[config.mk]
export PLATFORM = sky130hd
export DESIGN_NAME = uop_sequencer_flat
export DESIGN_NICKNAME = d
export VERILOG_FILES = /design/src/rtl/uop_ecdsa_pkg.sv /design/src/rtl/uop_sequencer_if.sv /design/src/rtl/uop_decoder.sv /design/src/rtl/uop_sequencer.sv /design/src/flat_wrapper.sv
export SDC_FILE = /design/constraint.sdc
export NUM_CORES = 1
export LEC_CHECK = 0
export CAP_MARGIN = 15
export CORE_MARGIN = 5
export CORE_UTILIZATION = 30
export CTS_BUF_LIST = sky130_fd_sc_hd__clkbuf_2 sky130_fd_sc_hd__clkbuf_4 sky130_fd_sc_hd__clkbuf_8
export CTS_CLUSTER_DIAMETER = 50
export DETAILED_ROUTE_END_ITERATION = 6
export GPL_ROUTABILITY_DRIVEN = 0
export SLEW_MARGIN = 10
export SYNTH_ARGS = -nofsm -noshare
export SYNTH_HDL_FRONTEND = slang
export SYNTH_SLANG_ARGS = --single-unit
export TNS_END_PERCENT = 10
[constraint.sdc]
create_clock -name clk -period 2.1 [get_ports clk]
set_input_delay 0.42 -clock clk [delete_from_list [all_inputs] [get_ports clk]]
set_output_delay 0.42 -clock clk [all_outputs]
set_load 0.05 [all_outputs]
[src/rtl/uop_ecdsa_pkg.sv]
// uop_ecdsa_pkg: microcode word layout, opcode/exec encodings and FSM states
// shared by the sequencer, its decoder and the microprogram ROMs.
package uop_ecdsa_pkg;
    localparam int ADDR_W_DEF = 6;
    localparam int UOP_W_DEF = 20;
    localparam int FIELD_W = 4;
    localparam int OPC_LSB = 16;
    localparam int SRCA_LSB = 12;
    localparam int SRCB_LSB = 8;
    localparam int DST_LSB = 4;
    localparam int EXEC_LSB = 0;
    typedef enum logic [3:0] {
        OP_RDY = 4'h0,
        OP_CMP = 4'h1,
        OP_MOV = 4'h2,
        OP_ADD = 4'h3,
        OP_SUB = 4'h4,
        OP_MUL = 4'h5
    } opcode_e;
    typedef enum logic [3:0] {
        EX_ALWAYS = 4'h0,
        EX_IF_NZ  = 4'h1,
        EX_IF_Z   = 4'h2
    } exec_e;
    localparam logic [3:0] REG_X  = 4'h0;
    localparam logic [3:0] REG_Y  = 4'h1;
    localparam logic [3:0] REG_Z  = 4'h2;
    localparam logic [3:0] REG_T0 = 4'h3;
    localparam logic [3:0] REG_T1 = 4'h4;
    localparam logic [3:0] REG_T2 = 4'h5;
    typedef enum logic [2:0] {
        S_IDLE, S_FETCH, S_DECODE, S_WAIT, S_NEXT, S_DONE
    } state_e;
    function automatic logic [UOP_W_DEF-1:0] make_uop(input logic [3:0] op, input logic [3:0] a,
                                                      input logic [3:0] b, input logic [3:0] d,
                                                      input logic [3:0] ex);
        return {op, a, b, d, ex};
    endfunction
endpackage

[src/rtl/uop_sequencer_if.sv]
// uop_sequencer_if: start/done handshake, ROM fetch port and ALU issue port
// of the micro-op sequencer.
interface uop_sequencer_if
    import uop_ecdsa_pkg::*;
#(
    parameter int ADDR_W = ADDR_W_DEF,
    parameter int UOP_W = UOP_W_DEF
);
    logic              ena;
    logic              rdy;
    logic [ADDR_W-1:0] uop_addr;
    logic [UOP_W-1:0]  uop_data;
    logic              alu_ena;
    logic [3:0]        alu_opcode;
    logic [3:0]        alu_src_a;
    logic [3:0]        alu_src_b;
    logic [3:0]        alu_dst;
    logic              alu_rdy;
    logic              alu_cmp_zero;
    modport master (
        input  ena, uop_data, alu_rdy, alu_cmp_zero,
        output rdy, uop_addr, alu_ena, alu_opcode, alu_src_a, alu_src_b, alu_dst
    );
    modport slave (
        output ena, uop_data, alu_rdy, alu_cmp_zero,
        input  rdy, uop_addr, alu_ena, alu_opcode, alu_src_a, alu_src_b, alu_dst
    );
endinterface

[src/rtl/uop_decoder.sv]
// uop_decoder: splits a microcode word into fields and evaluates its
// execution condition against the CMP flag.
module uop_decoder
    import uop_ecdsa_pkg::*;
#(
    parameter int UOP_W = UOP_W_DEF
) (
    input  logic [UOP_W-1:0] uop_i,
    input  logic             flag_z_i,
    output logic [3:0]       opcode_o,
    output logic [3:0]       src_a_o,
    output logic [3:0]       src_b_o,
    output logic [3:0]       dst_o,
    output logic             exec_ok_o,
    output logic             is_rdy_o,
    output logic             is_cmp_o
);
    logic [3:0] exec;
    always_comb begin
        opcode_o = uop_i[OPC_LSB +: FIELD_W];
        src_a_o = uop_i[SRCA_LSB +: FIELD_W];
        src_b_o = uop_i[SRCB_LSB +: FIELD_W];
        dst_o = uop_i[DST_LSB +: FIELD_W];
        exec = uop_i[EXEC_LSB +: FIELD_W];
        // reserved exec codes never execute
        exec_ok_o = exec == EX_ALWAYS ? 1'b1 :
                    exec == EX_IF_NZ  ? !flag_z_i :
                    exec == EX_IF_Z   ? flag_z_i : 1'b0;
        is_rdy_o = opcode_o == OP_RDY;
        is_cmp_o = opcode_o == OP_CMP;
    end
endmodule

[src/rtl/uop_sequencer.sv]
// uop_sequencer: fetches microcode from a registered ROM and issues one
// micro-op at a time to the modular-arithmetic unit until RDY or address wrap.
module uop_sequencer
    import uop_ecdsa_pkg::*;
#(
    parameter int ADDR_W = ADDR_W_DEF,
    parameter int UOP_W = UOP_W_DEF
) (
    input logic            clk,
    input logic            rst,
    uop_sequencer_if.master bus
);
    state_e            state_q, state_d;
    logic [ADDR_W-1:0] addr_q, addr_d;
    logic              flag_q, flag_d;
    logic              rdy_q, rdy_d;
    logic              alu_ena_q, alu_ena_d;
    logic [3:0]        op_q, op_d, a_q, a_d, b_q, b_d, dst_q, dst_d;
    logic [3:0]        dec_op, dec_a, dec_b, dec_dst;
    logic              dec_ok, dec_rdy, dec_cmp;

    uop_decoder #(.UOP_W(UOP_W)) u_dec (
        .uop_i(bus.uop_data), .flag_z_i(flag_q),
        .opcode_o(dec_op), .src_a_o(dec_a), .src_b_o(dec_b), .dst_o(dec_dst),
        .exec_ok_o(dec_ok), .is_rdy_o(dec_rdy), .is_cmp_o(dec_cmp)
    );

    always_comb begin
        state_d = state_q;
        addr_d = addr_q;
        flag_d = flag_q;
        rdy_d = rdy_q;
        alu_ena_d = 1'b0;
        op_d = op_q;
        a_d = a_q;
        b_d = b_q;
        dst_d = dst_q;
        case (state_q)
            S_IDLE: if (bus.ena) begin
                addr_d = '0;
                flag_d = 1'b0;
                rdy_d = 1'b0;
                state_d = S_FETCH;
            end
            S_FETCH: state_d = S_DECODE;
            S_DECODE: begin
                state_d = dec_rdy ? S_DONE : dec_ok ? S_WAIT : S_NEXT;
                if (!dec_rdy && dec_ok) begin
                    op_d = dec_op;
                    a_d = dec_a;
                    b_d = dec_b;
                    dst_d = dec_dst;
                    alu_ena_d = 1'b1;
                end
            end
            // alu_rdy during the issue cycle itself is too early to be genuine
            S_WAIT: if (bus.alu_rdy && !alu_ena_q) begin
                flag_d = op_q == OP_CMP ? bus.alu_cmp_zero : flag_q;
                state_d = S_NEXT;
            end
            S_NEXT: begin
                state_d = &addr_q ? S_DONE : S_FETCH;
                addr_d = &addr_q ? addr_q : addr_q + 1'b1;
            end
            S_DONE: begin
                rdy_d = 1'b1;
                state_d = S_IDLE;
            end
            default: state_d = S_IDLE;
        endcase
    end

    always_ff @(posedge clk or posedge rst) begin
        if (rst) begin
            state_q <= S_IDLE;
            addr_q <= '0;
            flag_q <= 1'b0;
            rdy_q <= 1'b1;
            alu_ena_q <= 1'b0;
            op_q <= '0;
            a_q <= '0;
            b_q <= '0;
            dst_q <= '0;
        end else begin
            state_q <= state_d;
            addr_q <= addr_d;
            flag_q <= flag_d;
            rdy_q <= rdy_d;
            alu_ena_q <= alu_ena_d;
            op_q <= op_d;
            a_q <= a_d;
            b_q <= b_d;
            dst_q <= dst_d;
        end
    end

    assign bus.rdy = rdy_q;
    assign bus.uop_addr = addr_q;
    assign bus.alu_ena = alu_ena_q;
    assign bus.alu_opcode = op_q;
    assign bus.alu_src_a = a_q;
    assign bus.alu_src_b = b_q;
    assign bus.alu_dst = dst_q;
endmodule

[src/flat_wrapper.sv]
// flat-port wrapper written by rule: the top's interface ports become plain ports
module uop_sequencer_flat import uop_ecdsa_pkg::*;
#(
    parameter int ADDR_W = ADDR_W_DEF,
    parameter int UOP_W = UOP_W_DEF
)
  (clk, rst, bus_ena, bus_uop_data, bus_alu_rdy, bus_alu_cmp_zero, bus_rdy, bus_uop_addr, bus_alu_ena, bus_alu_opcode, bus_alu_src_a, bus_alu_src_b, bus_alu_dst);
  uop_sequencer_if #(.ADDR_W(ADDR_W), .UOP_W(UOP_W)) bus_i ();
  input logic clk;
  input logic rst;
  input wire logic [$bits(bus_i.ena)-1:0] bus_ena;
  input wire logic [$bits(bus_i.uop_data)-1:0] bus_uop_data;
  input wire logic [$bits(bus_i.alu_rdy)-1:0] bus_alu_rdy;
  input wire logic [$bits(bus_i.alu_cmp_zero)-1:0] bus_alu_cmp_zero;
  output wire logic [$bits(bus_i.rdy)-1:0] bus_rdy;
  output wire logic [$bits(bus_i.uop_addr)-1:0] bus_uop_addr;
  output wire logic [$bits(bus_i.alu_ena)-1:0] bus_alu_ena;
  output wire logic [$bits(bus_i.alu_opcode)-1:0] bus_alu_opcode;
  output wire logic [$bits(bus_i.alu_src_a)-1:0] bus_alu_src_a;
  output wire logic [$bits(bus_i.alu_src_b)-1:0] bus_alu_src_b;
  output wire logic [$bits(bus_i.alu_dst)-1:0] bus_alu_dst;
  assign bus_i.ena = bus_ena;
  assign bus_i.uop_data = bus_uop_data;
  assign bus_i.alu_rdy = bus_alu_rdy;
  assign bus_i.alu_cmp_zero = bus_alu_cmp_zero;
  assign bus_rdy = bus_i.rdy;
  assign bus_uop_addr = bus_i.uop_addr;
  assign bus_alu_ena = bus_i.alu_ena;
  assign bus_alu_opcode = bus_i.alu_opcode;
  assign bus_alu_src_a = bus_i.alu_src_a;
  assign bus_alu_src_b = bus_i.alu_src_b;
  assign bus_alu_dst = bus_i.alu_dst;
  uop_sequencer #(.ADDR_W(ADDR_W), .UOP_W(UOP_W)) u_core (.clk(clk), .rst(rst), .bus(bus_i));
endmodule
==> out/results.md <==
- Max IR drop VDD: 0.979 mV
- global-route usage over all layers: 11.2%
- vias per inst: 4.87
- number of global-route vias before repair: 1,156
- Clock Skews: 0.00495 ns
- DRC marker count from the first detailed-route iteration: 47
- Reg clk slew, reported paths: 0.10 ns
- worst-path maximum fanout: 7
- nets: 193
- number of search-and-repair iterations in the first detailed-routing pass: 4
- synth-to-layout area growth: 47.2%
- Final Hold Fails: 0
- RSZ-0062 raised after global routing: no
- post-CTS repair timing setup buffer count: 0
- power density over the cells: 1340 mW/mm2
- Final min period: 2.03 ns
- slew at the pin closest to its max-slew limit: 0.509 ns
- top cells by count, synth: 27 x dfrtp_1, 8 x mux2_2, 8 x mux2_4, 8 x nand2_1, 8 x nor2_1
- sinks on the clock net: 28
- pin count of the biggest net entering global routing: 29
- endpoint required time on the critical path: 1.68 ns
- Fmax achieved: 493 MHz
- syn nets: 139
- result of the run: complete, no violations
- wire length per cell after detailed routing: 14.8 um
- standard-cell row count: 24
- number of antenna violations at the first check in global routing: 0
- H-tree depth: 1
- worst setup slack before clock tree synthesis: -0.126 ns
- buffering stage count on the worst path with inverters included: 1
- initial core utilization: 30.7%
- cells taking the most area after synthesis: dfrtp_1 51%, mux2_4 9.1%, mux2_2 6.8%, a21oi_1 2.6%, nand3_1 2.3%
- fin crit share: 96.6%
- path type of the worst setup path: flop to output port
- # Max-Cap Violations: 0
- post-route setup TNS: 0 ns
- Pins Over Slew Limit: 0
- proportion of netlist area held by the largest area contributor: 50.9%
- total I/O pin count: 49
- number of hold-repair buffers added at the cts stage: 0
- maximum cell stage delay along the critical path: 0.85 ns
- total inserted antenna cells: 0
- Antenna Violating Nets Remaining: 0
- TritonCTS clock tree: yes
- number of gates resized after CTS: 0
- Leakage Power: 0.846 nW
- final setup violation count: 0
- # port buffers: 48
- signal arrival time at the worst endpoint: 1.61 ns
- clock latency on the worst-skew pair: 0.28 ns
- sum of overflow across all layers after global routing: 0
- residual DRC count: 0
- ordered list of cells on the worst path: clkdlybuf4s50_1
- average footprint of a synthesized cell: 11.7 um2
- number of flops mapped to enable cells by yosys: 0
- type of origin of the critical path: flop
- number of instances in the synthesized netlist: 113
- cell type group with the largest total delay on the critical path: buffers and inverters
- Distinct cells, synth: 32
- cell type with the highest aggregate area in the netlist: dfrtp_1
- Horiz. Die Dim: 76.5 um
- worst-case headroom to the max-slew limit: 66.0%
- most used flip-flop cell after synthesis: dfrtp_1
- leading cell type by number of instances after synthesis: dfrtp_1
- number of warnings reported in the yosys synthesis log: 0
- critical path endpoint category: output port
- CTS Buffer Depth: 2
- class of the worst hold path: input pin to async pin
- sequential fraction of the synthesis area: 52.9%
- core outline area: 0.00432 mm2
- slowest cell on the critical path: clkdlybuf4s50_1
- overall die height: 76.5 um
- CTS Root Cell: clkbuf_8
- Detailed Place HPWL: 2390 um
- ratio of cells with drive above 1 in the final layout: 18.7%
- worst-case setup margin in the final layout: 0.0721 ns
- global-route wire length before repair: 5350 um
- Async S/R FF share, synth: 100%
- Total Die Area: 0.00585 mm2
- Detailed Route WL: 3230 um
- number of register bits inferred by synthesis: 28
- synthesized area: 0.00133 mm2
- count of vias placed by the detailed router: 1,062
- Inserted Clock Buffers: 3
[cell type report]
type	count	area, um2
Tap cell	52	65.1
Clock buffer	4	55.1
Fill cell	421	2370
Timing Repair Buffer	53	528
Inverter	7	26.3
Multi-Input combinational cell	74	576
Sequential cell	28	702
[worst paths after layout]
path	startpoint	endpoint	slack, ns	cells past startpoint
max	u_core.bus.uop_addr[4]$_DFFE_PP0P_	bus_uop_addr[4]	0.07	1
min	rst	u_core.bus.uop_addr[5]$_DFFE_PP0P_	0.50	3
max reg2reg	u_core.state_q[0]$_DFFE_PP0P_	u_core.bus.uop_addr[0]$_DFFE_PP0P_	0.46	3
min reg2reg	u_core.bus.alu_dst[0]$_DFFE_PP0P_	u_core.bus.alu_dst[0]$_DFFE_PP0P_	0.51	1
max in group asynchronous	rst	u_core.bus.rdy$_DFFE_PP1P_	1.29	3
min in group clk	u_core.bus.alu_dst[0]$_DFFE_PP0P_	u_core.bus.alu_dst[0]$_DFFE_PP0P_	0.51	1
[layout by cell type, fill, tap and decap left out, drive strengths merged]
master / instances
a221oi: 1
dfstp: 1
nor2: 8
a2111oi: 1
dfrtp: 27
and4: 1
mux2: 16
a31oi: 1
nor2b: 2
clkdlybuf4s50: 47
o311ai: 1
o21ai: 4
nand2b: 1
o22ai: 1
buf: 6
ha: 1
nand3: 7
a41oi: 1
clkbuf: 4
a31o: 1
nor4b: 1
inv: 7
nor3: 3
nand4: 2
nand2: 8
a21oi: 7
o211ai: 3
nor4: 1
mux2i: 2
[cells by family (layout without fill, tap and decap cells)]
family | after synthesis | in the layout | synth area share [%]
simple gates | 34 | 34 | 13.6
compound gates | 21 | 21 | 11.5
flops | 28 | 28 | 52.9
mux | 18 | 18 | 17.4
buf+inv | 11 | 64 | 3.68
fa+ha+maj | 1 | 1 | 0.943
[metal layers]
metal,wire length [um],global-route usage (%),vias up
met5,0,0,-
met4,52,4.72,0
met3,159,2.48,5
met2,1620,18.7,34
met1,1400,13.7,515
li1,-,-,508
[registers in the layout (all words and copies together), names as in the netlist]
| register | cells |
|---|---|
| u_core.state_q | 3 |
| u_core.bus.rdy | 1 |
| u_core.bus.uop_addr | 6 |
| u_core.flag_q | 1 |
| u_core.bus.alu_opcode | 4 |
| u_core.bus.alu_src_b | 4 |
| u_core.bus.alu_dst | 4 |
| u_core.bus.alu_src_a | 4 |
| u_core.bus.alu_ena | 1 |
[worst min-delay path: stages]
cell and delay [ns]:
clkdlybuf4s50_1 0.39, inv_1 0.05, buf_4 0.33
[through the flow]
stage	instances	hold WS [ns]	cell area [um2]	power [mW]	util [%]
final	218	0.498	1950	2.62	45.1
after global routing	218	0.538	1950	2.75	45.1
after CTS	218	0.514	1950	2.64	45.1
after detailed placement	214	0.494	1900	2.28	43.9
after global placement	214	0.491	1900	2.26	43.9
after floorplan	113	0.485	1330	1.80	-
[where the power goes]
part	internal, mW	leakage [nW]	switching (mW)
Sequential	0.724	0.364	0.158
Combinational	0.529	0.453	0.863
Clock	0.168	0.0288	0.174
Total	1.42	0.846	1.20
No activity file was read; power rests on OpenSTA's default activity.
